[config.mk]
export PLATFORM = sky130hd
export DESIGN_NAME = bk_adder_arbiter
export DESIGN_NICKNAME = d
export VERILOG_FILES = /design/src/rtl/bk_adder_arbiter.sv
export SDC_FILE = /design/constraint.sdc
export NUM_CORES = 1
export LEC_CHECK = 0
export BUFFER_PORTS_ARGS = -buffer_cell sky130_fd_sc_hd__clkbuf_2
export CAP_MARGIN = 10
export CORE_MARGIN = 4
export CORE_UTILIZATION = 40
export DETAILED_ROUTE_END_ITERATION = 10
export PLACE_DENSITY = 0.74
export REMOVE_ABC_BUFFERS = 1
export SETUP_SLACK_MARGIN = 0.5
export SKIP_CTS_REPAIR_TIMING = 1
export SLEW_MARGIN = 10
export SYNTH_ARGS = -nofsm -noshare
export SYNTH_HDL_FRONTEND = slang
export SYNTH_SLANG_ARGS = --single-unit
[constraint.sdc]
create_clock -name clk -period 5.5 [get_ports clk]
set_input_delay 0 -clock clk [delete_from_list [all_inputs] [get_ports clk]]
set_output_delay 0 -clock clk [all_outputs]
set_load 0.03 [all_outputs]
[src/rtl/bk_adder_arbiter.sv]
// rtl/bk_adder_arbiter.sv - round-robin arbiter sharing one Brent-Kung adder
//
// brent_kung_adder
//   32-bit parallel-prefix adder with carry-in.
//   a_i, b_i   operands
//   cin_i      carry into bit 0
//   sum_o      a_i + b_i + cin_i modulo 2^32
//   cout_o     carry out of bit 31
//
// bk_adder_arbiter
//   Shares one brent_kung_adder between N_REQ requesters. Requesters are
//   granted round-robin. One registered response slot carries the result
//   together with the requester id, so one add completes per cycle.
//   clk        rising-edge clock
//   rst_n      asynchronous active-low reset
//   req_valid  per-requester request valid
//   req_ready  per-requester accept (one-hot or zero, combinational)
//   req_a      operand A, requester i at [32*i+31:32*i]
//   req_b      operand B, same packing
//   req_cin    per-requester carry-in
//   rsp_valid  response valid
//   rsp_ready  downstream accepts the response
//   rsp_sum    registered sum
//   rsp_cout   registered carry-out
//   rsp_ovf    registered signed overflow
//   rsp_id     index of the requester that produced the response

module brent_kung_adder (
   input  logic [31:0] a_i,
   input  logic [31:0] b_i,
   input  logic        cin_i,
   output logic [31:0] sum_o,
   output logic        cout_o
);

   always_comb begin
      logic [31:0] p0;
      logic [31:0] g;
      logic [31:0] p;
      p0 = a_i ^ b_i;
      g  = a_i & b_i;
      p  = p0;
      // Fold the carry-in into bit 0 so every prefix G[i] is the carry into bit i+1.
      g[0] = g[0] | (p0[0] & cin_i);

      // Up-sweep: build group (G,P) at indices 2^(l+1)-1 modulo 2^(l+1).
      for (int l = 0; l < 5; l++) begin
         for (int i = 0; i < 32; i++) begin
            if ((i % (2 << l)) == ((2 << l) - 1)) begin
               g[i] = g[i] | (p[i] & g[i - (1 << l)]);
               p[i] = p[i] & p[i - (1 << l)];
            end
         end
      end

      // Down-sweep: fill in the remaining prefixes from the already-complete ones.
      for (int l = 3; l >= 0; l--) begin
         for (int i = 0; i < 32; i++) begin
            if ((((i + 1) % (2 << l)) == (1 << l)) && ((i + 1) > (1 << l))) begin
               g[i] = g[i] | (p[i] & g[i - (1 << l)]);
               p[i] = p[i] & p[i - (1 << l)];
            end
         end
      end

      sum_o  = p0 ^ {g[30:0], cin_i};
      cout_o = g[31];
   end

endmodule

module bk_adder_arbiter #(
   parameter int N_REQ = 4,
   parameter int ID_W  = 2
) (
   input  logic                  clk,
   input  logic                  rst_n,
   input  logic [N_REQ-1:0]      req_valid,
   output logic [N_REQ-1:0]      req_ready,
   input  logic [N_REQ*32-1:0]   req_a,
   input  logic [N_REQ*32-1:0]   req_b,
   input  logic [N_REQ-1:0]      req_cin,
   output logic                  rsp_valid,
   input  logic                  rsp_ready,
   output logic [31:0]           rsp_sum,
   output logic                  rsp_cout,
   output logic                  rsp_ovf,
   output logic [ID_W-1:0]       rsp_id
);

   logic            rsp_valid_q, rsp_valid_d;
   logic [31:0]     rsp_sum_q,   rsp_sum_d;
   logic            rsp_cout_q,  rsp_cout_d;
   logic            rsp_ovf_q,   rsp_ovf_d;
   logic [ID_W-1:0] rsp_id_q,    rsp_id_d;
   logic [ID_W-1:0] ptr_q,       ptr_d;

   logic            can_accept;
   logic            grant_found;
   logic [ID_W-1:0] grant_idx;
   logic            accept;
   logic [31:0]     add_a;
   logic [31:0]     add_b;
   logic            add_cin;
   logic [31:0]     add_sum;
   logic            add_cout;

   assign can_accept = !rsp_valid_q || rsp_ready;

   // Round-robin search starting at ptr_q; the first valid requester wins.
   always_comb begin
      logic [ID_W-1:0] cand;
      grant_found = 1'b0;
      grant_idx   = '0;
      cand        = '0;
      for (int off = 0; off < N_REQ; off++) begin
         cand = ID_W'((int'(ptr_q) + off) % N_REQ);
         if (!grant_found && req_valid[cand]) begin
            grant_found = 1'b1;
            grant_idx   = cand;
         end
      end
   end

   // rst_n gates the grant so nothing is offered while the block is held in reset.
   assign accept = grant_found && can_accept && rst_n;

   always_comb begin
      req_ready = '0;
      if (accept) begin
         req_ready[grant_idx] = 1'b1;
      end
   end

   always_comb begin
      add_a   = req_a[31:0];
      add_b   = req_b[31:0];
      add_cin = req_cin[0];
      for (int i = 0; i < N_REQ; i++) begin
         if (grant_idx == ID_W'(i)) begin
            add_a   = req_a[32*i +: 32];
            add_b   = req_b[32*i +: 32];
            add_cin = req_cin[i];
         end
      end
   end

   brent_kung_adder u_adder (
      .a_i    (add_a),
      .b_i    (add_b),
      .cin_i  (add_cin),
      .sum_o  (add_sum),
      .cout_o (add_cout)
   );

   always_comb begin
      rsp_valid_d = rsp_valid_q;
      rsp_sum_d   = rsp_sum_q;
      rsp_cout_d  = rsp_cout_q;
      rsp_ovf_d   = rsp_ovf_q;
      rsp_id_d    = rsp_id_q;
      ptr_d       = ptr_q;
      if (accept) begin
         // Also covers a same-cycle response handshake: the slot is refilled with no bubble.
         rsp_valid_d = 1'b1;
         rsp_sum_d   = add_sum;
         rsp_cout_d  = add_cout;
         rsp_ovf_d   = (add_a[31] == add_b[31]) && (add_sum[31] != add_a[31]);
         rsp_id_d    = grant_idx;
         ptr_d       = (grant_idx == ID_W'(N_REQ - 1)) ? '0 : grant_idx + ID_W'(1);
      end else if (rsp_ready) begin
         rsp_valid_d = 1'b0;
      end
   end

   always_ff @(posedge clk or negedge rst_n) begin
      if (!rst_n) begin
         rsp_valid_q <= 1'b0;
         rsp_sum_q   <= '0;
         rsp_cout_q  <= 1'b0;
         rsp_ovf_q   <= 1'b0;
         rsp_id_q    <= '0;
         ptr_q       <= '0;
      end else begin
         rsp_valid_q <= rsp_valid_d;
         rsp_sum_q   <= rsp_sum_d;
         rsp_cout_q  <= rsp_cout_d;
         rsp_ovf_q   <= rsp_ovf_d;
         rsp_id_q    <= rsp_id_d;
         ptr_q       <= ptr_d;
      end
   end

   assign rsp_valid = rsp_valid_q;
   assign rsp_sum   = rsp_sum_q;
   assign rsp_cout  = rsp_cout_q;
   assign rsp_ovf   = rsp_ovf_q;
   assign rsp_id    = rsp_id_q;

endmodule

==> flow_summary.ini <==
[run_status]
status = finished, final reports clean

[route]
antenna_violating_nets_post_route = 0
drt_first_pass_iters = 5
drt-initial-drc-count = 214
vias_per_cell = 4.98
drc = 0
totalWireLength_mm = 15.7
route.vias.total = 5667
route.detailed.wl_per_inst_um = 13.8

[clocking]
insertion_delay_to_the_later_sink_of_the_worst_skew_pair_ns = 0.28
cts_made_buffers = 5
cts.sink_count = 39
clkSlewWorstSetupHoldPaths_ns = 0.06
tritoncts = done
cts_root_buffer = sky130_fd_sc_hd__clkbuf_16
cts_htree_levels = 2
clock_tree.buffer_depth = 2

[timing]
fin_setup_tns_ns = 0
period_share_pct = 85.5
rsz0062_at_grt = no
finalSetupViolCount = 0
max-slew-margin-rel_pct = 57.5
report.final.slew_viol_count = 0
timing.clock.skew_ns = 0.00463
worstMarginPinSlew_ns = 0.636
finalCriticalPeriod_ns = 4.70
finalHoldViolations = 0
maxClockFrequency_mhz = 213
fin_hold_ws_ns = 0.0696

[logic_synthesis]
ff_latch_count_synth = 39
post_synth.cell_area_avg_um2 = 7.33
synth_edf_count = 0
synth_top_cell_by_area = sky130_fd_sc_hd__dfrtp_1
postSynthCellCount = 682
synth_top_family_by_area = compound AO/OA/AOI/OAI gates
yosys.area_share.adder_pct = 15.3
sequential_area_share_after_synthesis_pct = 19.5
yosys.area.top_type_share_pct = 19.5
synth_xor_area_share_pct = 2.80
async_set_or_reset_flop_fraction_in_the_synthesized_netlist_pct = 100
area_fraction_in_and_or_nand_and_nor_cells_after_synthesis_pct = 22.6
post_synth_num_cell_types = 44
ys_top_cells_by_area = sky130_fd_sc_hd__dfrtp_1 (20%), sky130_fd_sc_hd__nand2_1 (9.6%), sky130_fd_sc_hd__ha_1 (8.5%), sky130_fd_sc_hd__mux2i_1 (8.0%), sky130_fd_sc_hd__o21ai_0 (7.2%)
post_synth_instance_area_um2 = 5000
yosysWarnings = 0
synth_ff_type = sky130_fd_sc_hd__dfrtp_1
synth-compound-area-share_pct = 25.3
synth.area.mux_share_pct = 8.01

[grt]
antenna_found_initial = 0
overflow = 0
grt_first_pass_wirelength_mm = 25.1
maximum_number_of_pins_on_one_net_before_global_route_repair = 61
gr-usage-all-layers_pct = 21.0
via_count_of_the_first_global_routing_pass = 5492

[setup_path]
critical_path.startpoint_type = register
timing.critical_path.arrival_ns = 4.90
crit_path_max_fanout = 8
timing.critical_path.required_ns = 5.70
worstSetupEndpointType = register
rr_worst_depth = 19
timing.setup.critical_path_class = reg2reg

[power_and_ir_drop]
vdd_drop_max_mv = 0.281
power.density_nw_per_um2 = 601
total_power_w = 0.00418
leakagePower_nw = 3.60

[placed_design]
dpl.cell_count = 1123
gp_congestion = 0.851
port_buffers = 307
hpwlAfterDp_mm = 13.3
placed_instance_area_um2 = 6700

[cells_and_area]
area_growth_pct = 39.0
design_area_um2 = 6950
diodes = 0
post_route_cells_drive_above_1_share_pct = 36.1
mostFrequentLayoutCell = sky130_fd_sc_hd__clkbuf_2
top_library_cells_by_usage_in_the_layout_fill_and_taps_aside = sky130_fd_sc_hd__clkbuf_2 (307), sky130_fd_sc_hd__nand2_1 (128), sky130_fd_sc_hd__o21ai_0 (71), sky130_fd_sc_hd__a21oi_1 (58), sky130_fd_sc_hd__nor2b_1 (52)
final_cells = 1138
finish.net_count = 1287

[floorplanning]
fp.dieArea_um2 = 14300
dieHeight_um = 120
placementRows = 40
core_area_um2 = 12100
die_w_um = 120
initial_cell_density_of_the_core_pct = 41.3
pin_count = 308

[worst_hold_path]
hp-class = in2reg
min_delay_path_depth = 3

[run]
max_cap_viols = 0
==> through the flow <==
step / worst slack, ns / utilization (%)
5_1_grt: 0.509 / 57.4
2_1_floorplan: -1.40 / -
3_5_place_dp: 0.471 / 55.3
3_3_place_gp: 0.648 / 55.3
4_1_cts: 0.467 / 56.6
6_report: 0.796 / 57.4
==> power breakdown <==
| part | internal (W) | leakage [nW] | switching [W] |
|---|---|---|---|
| clock | 0.000193 | 0.0772 | 0.000110 |
| sequential | 0.000429 | 0.480 | 0.0000741 |
| combinational | 0.00139 | 3.04 | 0.00198 |
| total | 0.00201 | 3.60 | 0.00217 |
==> state kept, by name, summed over array words and instances, names as in the netlist <==
name,flops
ptr_q,2
rsp_cout,1
rsp_id,2
rsp_ovf,1
rsp_sum,32
rsp_valid,1
==> metal layers <==
layer  vias to the layer above  global-route usage [%]  wire, um
met5                         -                       0         0
met4                         0                    3.79       240
met3                        23                    3.58       997
met2                       199                    40.3      8080
met1                      2529                    24.4      6380
li1                       2916                       -         -
==> synthesized netlist by cell type (2+ instances only) <==
cell and instances:
sky130_fd_sc_hd__nand2_1 128, sky130_fd_sc_hd__o21ai_0 72, sky130_fd_sc_hd__a21oi_1 58, sky130_fd_sc_hd__nor2b_1 52, sky130_fd_sc_hd__nor2_1 46, sky130_fd_sc_hd__mux2i_1 40, sky130_fd_sc_hd__dfrtp_1 39, sky130_fd_sc_hd__ha_1 34
sky130_fd_sc_hd__inv_1 34, sky130_fd_sc_hd__clkbuf_1 28, sky130_fd_sc_hd__a211oi_1 25, sky130_fd_sc_hd__fa_1 17, sky130_fd_sc_hd__o31ai_1 16, sky130_fd_sc_hd__xor2_1 13, sky130_fd_sc_hd__buf_2 11, sky130_fd_sc_hd__o31a_1 10
sky130_fd_sc_hd__and2_1 8, sky130_fd_sc_hd__nand3_1 6, sky130_fd_sc_hd__buf_1 5, sky130_fd_sc_hd__o21a_1 4, sky130_fd_sc_hd__o22ai_1 4, sky130_fd_sc_hd__a21o_1 3, sky130_fd_sc_hd__and3_1 3, sky130_fd_sc_hd__xnor2_1 3
sky130_fd_sc_hd__buf_4 2, sky130_fd_sc_hd__nand4_1 2, sky130_fd_sc_hd__o21bai_1 2
==> final cells by class <==
class                      instances  area, um2
inverter                          34        128
timing repair buffer             326       1700
multi-input combinational        563       3780
fill                            1206       5160
tap                              168        210
clock buffer                       8        156
sequential                        39        976
==> worst max-delay path, cell delays in order (launching register included) <==
cell and delay [ns]:
sky130_fd_sc_hd__dfrtp_1 0.38, sky130_fd_sc_hd__buf_4 0.14, sky130_fd_sc_hd__o22ai_1 0.07, sky130_fd_sc_hd__a221oi_2 0.25, sky130_fd_sc_hd__and2_4 0.21, sky130_fd_sc_hd__ha_4 0.21, sky130_fd_sc_hd__mux2i_1 0.22, sky130_fd_sc_hd__nor2_1 0.07
sky130_fd_sc_hd__a21oi_1 0.15, sky130_fd_sc_hd__o21ai_1 0.10, sky130_fd_sc_hd__fa_1 0.45, sky130_fd_sc_hd__fa_2 0.39, sky130_fd_sc_hd__a211oi_2 0.30, sky130_fd_sc_hd__o211ai_2 0.18, sky130_fd_sc_hd__a211o_1 0.33, sky130_fd_sc_hd__and4_4 0.22
sky130_fd_sc_hd__nand2b_4 0.15, sky130_fd_sc_hd__a31oi_2 0.22, sky130_fd_sc_hd__fa_1 0.41, sky130_fd_sc_hd__o21ai_0 0.16
==> final timing paths <==
| kind | end | startpoint | slack (ns) |
|---|---|---|---|
| setup / recovery | rsp_sum[26]$_DFFE_PN0P_ | ptr_q[0]$_DFFE_PN0P_ | 0.80 |
| hold reg to reg | rsp_id[0]$_DFFE_PN0P_ | rsp_id[0]$_DFFE_PN0P_ | 0.48 |
| min in group asynchronous | rsp_sum[30]$_DFFE_PN0P_ | rst_n | 0.34 |
| hold / removal | rsp_valid$_DFFE_PN0P_ | rsp_ready | 0.07 |
| setup reg to reg | rsp_sum[26]$_DFFE_PN0P_ | ptr_q[0]$_DFFE_PN0P_ | 0.80 |
| max in group asynchronous | rsp_sum[6]$_DFFE_PN0P_ | rst_n | 4.77 |
==> kinds of logic (layout without fill, tap and decap cells) <==
group           Yosys count  after routing
xor+xnor                 16             16
buf+inv                  80            368
simple gates            249            249
fa+ha+maj                51             51
mux                      40             40
compound gates          207            207
flops                    39             39
Power figures use the tool's default switching activity.
